[config.mk]
export PLATFORM = sky130hd
export DESIGN_NAME = bpsk_modulator
export DESIGN_NICKNAME = d
export VERILOG_FILES = /design/src/rtl/bpsk_modulator_pkg.sv /design/src/rtl/bpsk_phase_acc.sv /design/src/rtl/bpsk_modulator.sv
export SDC_FILE = /design/constraint.sdc
export NUM_CORES = 1
export LEC_CHECK = 0
export CAP_MARGIN = 20
export CORE_MARGIN = 3
export CORE_UTILIZATION = 60
export CTS_BUF_LIST = sky130_fd_sc_hd__clkbuf_2
export DETAILED_ROUTE_END_ITERATION = 10
export PLACE_DENSITY = 0.83
export SLEW_MARGIN = 20
export SYNTH_ARGS = -nofsm -noshare
export SYNTH_HDL_FRONTEND = slang
export SYNTH_SLANG_ARGS = --single-unit
[constraint.sdc]
create_clock -name clk -period 21.4 [get_ports clk]
set_input_delay 4.28 -clock clk [delete_from_list [all_inputs] [get_ports clk]]
set_output_delay 4.28 -clock clk [all_outputs]
set_load 0.02 [all_outputs]
[src/rtl/bpsk_modulator_pkg.sv]
// Shared definitions for the BPSK transmitter: state encoding, table index width
// and the common sine table.
package bpsk_modulator_pkg;

    localparam int unsigned SCALE = 10;

    typedef enum logic [1:0] {
        IDLE     = 2'd0,
        PREAMBLE = 2'd1,
        DATA     = 2'd2
    } state_t;

    // Parabolic sine: each half-period is x*(512-x), scaled so the peaks hit full scale.
    // Index 256 saturates to 2^31-1; index 768 is exactly -2^31.
    function automatic logic [31:0] scTable(input logic [SCALE-1:0] idx);
        logic [8:0]  x;
        logic [17:0] y;
        logic [32:0] mag;
        logic [32:0] neg;
        x   = idx[8:0];
        y   = 18'(x) * (18'd512 - 18'(x));
        mag = {y[17:0], 15'd0};
        neg = 33'd0 - mag;
        if (idx[9]) begin
            return neg[31:0];
        end else if (mag > 33'h0_7FFF_FFFF) begin
            return 32'h7FFF_FFFF;
        end else begin
            return mag[31:0];
        end
    endfunction

endpackage

[src/rtl/bpsk_phase_acc.sv]
// Free-running carrier NCO: phase accumulator plus sine table lookup.
// Runs in every state, so carrier phase stays continuous across frames.
module bpsk_phase_acc
    import bpsk_modulator_pkg::*;
#(
    parameter int unsigned PHASE_W = 32
) (
    input  logic               clk,
    input  logic               rst,
    input  logic [PHASE_W-1:0] freq_word,
    output logic [31:0]        c
);

    logic [PHASE_W-1:0] ph_q;

    always_ff @(posedge clk) begin
        if (rst) begin
            ph_q <= '0;
        end else begin
            ph_q <= ph_q + freq_word;
        end
    end

    assign c = scTable(ph_q[PHASE_W-1 -: SCALE]);

endmodule

[src/rtl/bpsk_modulator.sv]
// BPSK transmitter: byte stream in, preamble then MSB-first phase-keyed carrier out,
// SPS samples per symbol, one registered sample per cycle.
module bpsk_modulator
    import bpsk_modulator_pkg::*;
#(
    parameter int unsigned SPS           = 16,
    parameter int unsigned PREAMBLE_SYMS = 64,
    parameter int unsigned PHASE_W       = 32
) (
    input  logic               clk,
    input  logic               rst,
    input  logic [PHASE_W-1:0] freq_word,
    input  logic [7:0]         s_data,
    input  logic               s_valid,
    output logic               s_ready,
    output logic [31:0]        out,
    output logic               out_valid,
    output logic               busy,
    output logic               sym_strobe
);

    localparam int unsigned SW = $clog2(SPS);
    localparam int unsigned PW = (PREAMBLE_SYMS > 1) ? $clog2(PREAMBLE_SYMS) : 1;

    localparam logic [SW-1:0] SAMPLE_LAST = SW'(SPS - 1);
    localparam logic [PW-1:0] PRE_LAST    = PW'(PREAMBLE_SYMS - 1);

    state_t        state_q, state_d;
    logic [7:0]    shreg_q, shreg_d;
    logic [2:0]    bit_idx_q, bit_idx_d;
    logic [SW-1:0] sample_cnt_q, sample_cnt_d;
    logic [PW-1:0] pre_cnt_q, pre_cnt_d;
    logic [31:0]   out_q, out_d;
    logic          out_valid_q, out_valid_d;
    logic          sym_strobe_q, sym_strobe_d;

    logic [31:0] carrier;
    logic [31:0] neg_carrier;
    logic        cur_bit;
    logic        sym_last;

    bpsk_phase_acc #(
        .PHASE_W (PHASE_W)
    ) u_phase_acc (
        .clk       (clk),
        .rst       (rst),
        .freq_word (freq_word),
        .c         (carrier)
    );

    // -(-2^31) does not fit, so it clamps to the most positive value.
    assign neg_carrier = (carrier == 32'h8000_0000) ? 32'h7FFF_FFFF : (32'd0 - carrier);
    assign cur_bit     = (state_q == DATA) ? shreg_q[bit_idx_q] : 1'b0;
    assign sym_last    = (sample_cnt_q == SAMPLE_LAST);

    always_comb begin
        state_d      = state_q;
        shreg_d      = shreg_q;
        bit_idx_d    = bit_idx_q;
        sample_cnt_d = sample_cnt_q;
        pre_cnt_d    = pre_cnt_q;
        s_ready      = 1'b0;

        unique case (state_q)
            IDLE: begin
                s_ready = 1'b1;
                if (s_valid) begin
                    shreg_d      = s_data;
                    bit_idx_d    = 3'd7;
                    sample_cnt_d = '0;
                    pre_cnt_d    = '0;
                    state_d      = (PREAMBLE_SYMS == 0) ? DATA : PREAMBLE;
                end
            end
            PREAMBLE: begin
                if (sym_last) begin
                    sample_cnt_d = '0;
                    if (pre_cnt_q == PRE_LAST) begin
                        pre_cnt_d = '0;
                        state_d   = DATA;
                    end else begin
                        pre_cnt_d = pre_cnt_q + 1'b1;
                    end
                end else begin
                    sample_cnt_d = sample_cnt_q + 1'b1;
                end
            end
            DATA: begin
                if (sym_last) begin
                    sample_cnt_d = '0;
                    if (bit_idx_q != 3'd0) begin
                        bit_idx_d = bit_idx_q - 3'd1;
                    end else begin
                        // Last sample of the byte: a waiting byte follows with no gap.
                        s_ready = 1'b1;
                        if (s_valid) begin
                            shreg_d   = s_data;
                            bit_idx_d = 3'd7;
                        end else begin
                            state_d = IDLE;
                        end
                    end
                end else begin
                    sample_cnt_d = sample_cnt_q + 1'b1;
                end
            end
            default: begin
                state_d = IDLE;
            end
        endcase

        if (rst) begin
            s_ready = 1'b0;
        end
    end

    always_comb begin
        out_d        = 32'd0;
        out_valid_d  = 1'b0;
        sym_strobe_d = 1'b0;
        if (state_q != IDLE) begin
            out_d        = cur_bit ? neg_carrier : carrier;
            out_valid_d  = 1'b1;
            sym_strobe_d = (sample_cnt_q == '0);
        end
    end

    always_ff @(posedge clk) begin
        if (rst) begin
            state_q      <= IDLE;
            shreg_q      <= '0;
            bit_idx_q    <= '0;
            sample_cnt_q <= '0;
            pre_cnt_q    <= '0;
            out_q        <= '0;
            out_valid_q  <= 1'b0;
            sym_strobe_q <= 1'b0;
        end else begin
            state_q      <= state_d;
            shreg_q      <= shreg_d;
            bit_idx_q    <= bit_idx_d;
            sample_cnt_q <= sample_cnt_d;
            pre_cnt_q    <= pre_cnt_d;
            out_q        <= out_d;
            out_valid_q  <= out_valid_d;
            sym_strobe_q <= sym_strobe_d;
        end
    end

    assign out        = out_q;
    assign out_valid  = out_valid_q;
    assign sym_strobe = sym_strobe_q;
    assign busy       = (state_q != IDLE);

endmodule

* After elaboration in Yosys (flattened, before gate mapping)
Cells that the tools add are included.
** Storage, ports and cells
- Bits in registers :: 89
- Input bits :: 43
- Output and inout port bits :: 36
- Word-level logic and storage cells :: 79
** Operators by class
- $add $sub $neg :: 7
- Multiply operators :: 1
- Order comparisons :: 2
- Equality and inequality tests :: 11
- Mux-type cells :: 34
- Bitwise gates (word level) :: 1
- Reductions and logical operators :: 14
** Operators with widths (number)
- two-way mux 32 bit :: 4
- subtractor 1 x 32 -> 32 bit (first input constant) :: 2
- greater-than comparator 33 x 31 -> 1 bit (second input constant) :: 1
- adder 32 bit :: 1
- equality test 32 bit (second input constant) :: 1
- two-way mux 8 bit :: 3
- multiplier 9 x 18 -> 18 bit :: 1
- two-way mux 6 bit :: 3
- one-hot mux 8 bit (2 select lines) :: 1
- two-way mux 2 bit :: 6
- != test 2 bit (second input constant) :: 6
- one-hot mux 6 bit (2 select lines) :: 1
- subtractor 10 x 9 -> 11 bit (first input constant) :: 1
- two-way mux 3 bit :: 3
- two-way mux 4 bit :: 2
- one-hot mux 4 bit (2 select lines) :: 1
- nonzero test 2 bit :: 4
- adder 6 x 1 -> 6 bit (second input constant) :: 1
- equality test 6 bit (second input constant) :: 1
- two-way mux 1 bit :: 6
- one-hot mux 2 bit (3 select lines) :: 1
- one-hot mux 3 bit (2 select lines) :: 1
- AND reduction 3 bit :: 2
- AND reduction 6 bit :: 1
- other kinds (14) :: 16

* Depth between registers and ports, before layout
- Word-level depth :: 8
- Gate-level depth with buffers :: 30
- Mapped depth without buffers :: 28

* By module
A second synthesis with hierarchy kept.
** Unflattened totals
- Cells, all modules :: 1125
- Area, all modules :: 9515.4 um^2
** Modules (own cells, without submodules)
- bpsk_phase_acc :: times used 1, cells an instance 757, area an instance 6343.6 um^2, sequential area each 640.6 um^2
- bpsk_modulator :: times used 1, cells an instance 368, area an instance 3171.8 um^2, sequential area each 1141.1 um^2

* Worst setup path before layout
No wires, ideal clock.
- Path type :: input to output
- Start :: input port rst
- End :: output port s_ready
- Arrival :: 4.957 ns
- Required time :: 17.120 ns
- Setup slack :: 12.163 ns
- Cell stages on the path :: 3
- Path through :: clkbuf_1 -> clkbuf_1 -> nor2_1
** Between the ends
- Cells in the longest elaborated chain, start to end :: 1
** RTL lines
- start: declaration :: line bpsk_modulator.sv:11 : input logic rst,
- two-way mux 1 bit :: line bpsk_modulator.sv:112 : if (rst) begin
- end: declaration :: line bpsk_modulator.sv:15 : output logic s_ready,
Every way passes these cells.

* Worst setup path after layout
Ends and elaborated chain as after synthesis.

==> results.md <==
- Share of post-route cells with drive strength above 1: 5.29%
- Vias in the first global route: 6779
- Setup crit end kind: output port
- RSZ-0062 raised after global routing: false
- EDFF count, synth: 0
- Starting Density: 62.3%
- Num ports: 79
- Main area contributors after synthesis: dfxtp_1 18%, ha_1 13%, fa_1 13%
- Final ANT Viol Nets: 0
- Seq/Total Area, Yosys: 18.2%
- Fin Setup TNS: 0 ns
- CP required: 17.12 ns
- All-Layer GR Usage: 24.6%
- WL final: 17800 µm
- Hold-fix buffers, CTS: 0
- CP Class: in2out
- CTS tree: done
- Filler cells: 1122
- Multi-input logic area: 6280 µm²
- Setup Skew: 0.0182 ns
- Final hold violation count: 0
- Async set or reset register ratio after synthesis: 0%
- Initial antenna violation count: 0
- Final Critical Period: 9.79 ns
- DR DRC count: 0
- Rel. slew slack: 41.8%
- Register bit count reported by yosys: 76
- Peak Freq: 102 MHz
- Post-synth top area cell: dfxtp_1
- CP Max Fanout: 54
- Yosys cell types: 84
- Clk_lat worst skew: 0.57 ns
- Endpoints failing setup: 0
- Site Rows: 42
- Clock transition at path regs: 0.22 ns
- Max-cap violations: 0
- First DRT Iteration DRCs: 400
- Final max-slew violation count: 0
- Clk root buf: clkbuf_2
- DR WL/cell: 14.6 µm
- GPL Wtd Cong: 0.925
- H-tree lvl count: 3
- # Post-CTS Setup Buffers: 0
- Final #Nets: 1223
- Largest net degree at the start of global routing: 55
- Cts repair resizes: 0
- I/O Buffers: 78
- Worst Hold Slack: 0.500 ns
- Clk sinks: 76
- Period utilisation layout: 45.8%
- DR vias: 6958
- Slew of the pin with the lowest slew margin: 0.872 ns
- Mapped Area: 8340 µm²
- Post-synthesis cell count: 978
- Max Buffers Root-to-Sink: 2
- Core area: 13400 µm²
- Die width: 124 µm
- Clock buffer count from CTS: 9
- DRT Pass-1 Iters: 5
- Hpwl dp: 13900 µm
- Top cell type's share of synthesized area: 18.2%
- N_diodes: 0
- Reg2Reg Setup Slack: 13.30 ns
- Class of the worst hold path: reg2reg
- Synth warn: 0
- Via-to-Cell Ratio: 5.73
- Die area: 15400 µm²
- R2R depth: 27
- Die Y: 124 µm
- Post-Syn Area per Cell: 8.53 µm²
- Status: complete, no violations
- First-pass GRT wire length: 30600 µm
- Synth Flop Type: dfxtp_1
- Final Core Density: 69.0%
- Hold Crit Depth: 2
- CP Data Arrival Time: 5.51 ns
- Worst setup SP type: input pin
- Reg area: 1520 µm²
- Layout area overhead: 10.8%
- Grt ovf: 0
-- critical path, stage by stage --
cell             delay [ns]
buf_2                  0.07
buf_4                  0.47
nor2_1                 0.12
clkdlybuf4s50_1        0.56
-- state kept, by name, indices dropped and copies added, names as in the netlist --
signal / flops
u_phase_acc.ph_q: 32
out: 19
shreg_q: 8
pre_cnt_q: 6
sample_cnt_q: 4
bit_idx_q: 3
state_q: 2
out_valid: 1
sym_strobe: 1
-- metal layers --
metal  routed length (µm)  global-route usage [%]  vias up
met2                 8490                    41.5      162
met3                  927                    5.18       19
met1                 8110                    32.4     3294
met4                  235                    5.75        0
li1                     -                       -     3483
met5                    0                       0        -
-- cell usage after synthesis, types with 11 or more instances --
| master | count |
|---|---|
| nor3_1 | 23 |
| and3_1 | 12 |
| a21o_1 | 27 |
| mux2i_1 | 11 |
| nand2b_1 | 32 |
| dfxtp_1 | 76 |
| xnor2_1 | 34 |
| inv_1 | 89 |
| clkbuf_1 | 22 |
| nor2_1 | 85 |
| nand2_1 | 47 |
| a21oi_1 | 57 |
| xor2_1 | 22 |
| nand3_1 | 22 |
| nor2b_1 | 45 |
| o21ai_0 | 32 |
| fa_1 | 56 |
| ha_1 | 90 |
| buf_4 | 13 |
| and2_1 | 22 |
-- metrics by stage --
| step | worst slack [ns] | std cells | area (µm²) |
|---|---|---|---|
| floorplan | 12.16 | 984 | 8370 |
| detailed placement | 11.62 | 1199 | 9160 |
| global route | 11.51 | 1215 | 9250 |
| CTS | 11.61 | 1215 | 9250 |
| finish | 11.61 | 1215 | 9250 |
| global placement | 11.64 | 1199 | 9160 |
-- final timing paths --
check | start | to
max | rst | s_ready
min | state_q[1]$_SDFFE_PP0P_ | state_q[1]$_SDFFE_PP0P_
max reg2reg | u_phase_acc.ph_q[23]$_SDFF_PP0_ | out[26]$_SDFF_PP0_
min reg2reg | state_q[1]$_SDFFE_PP0P_ | state_q[1]$_SDFFE_PP0P_
-- cell type report --
| class | count | area share (%) |
|---|---|---|
| inverters | 90 | 3.65 |
| repair buffers | 81 | 8.63 |
| clock inverters | 6 | 0.433 |
| multi-input cells | 776 | 67.9 |
| clock buffers | 10 | 0.541 |
| flip-flops and latches | 76 | 16.5 |
| well taps | 176 | 2.38 |
-- placed cells by master (no fill, tap or decap), types with 23 or more instances in the layout --
cell	netlist	final
ha_1	90	90
inv_1	89	89
nor2_1	85	85
clkdlybuf4s50_1	0	77
dfxtp_1	76	76
a21oi_1	57	57
fa_1	56	56
nand2_1	47	47
nor2b_1	45	45
xnor2_1	34	34
nand2b_1	32	32
o21ai_0	32	32
a21o_1	27	27
nor3_1	23	23
-- kinds of logic after synthesis --
| family | synth area share [%] |
|---|---|
| AO/OA/AOI/OAI | 19.1 |
| XOR/XNOR | 6.07 |
| adder cells (fa/ha/maj) | 26.9 |
| buffers and inverters | 6.76 |
| flip-flops | 18.2 |
| multiplexers | 2.13 |
| other | 0.0900 |
| AND/OR/NAND/NOR | 20.6 |
Power is left out: the tool's default activity adds up to more than one toggle a clock period on the data nets, which glitch-free logic cannot reach.
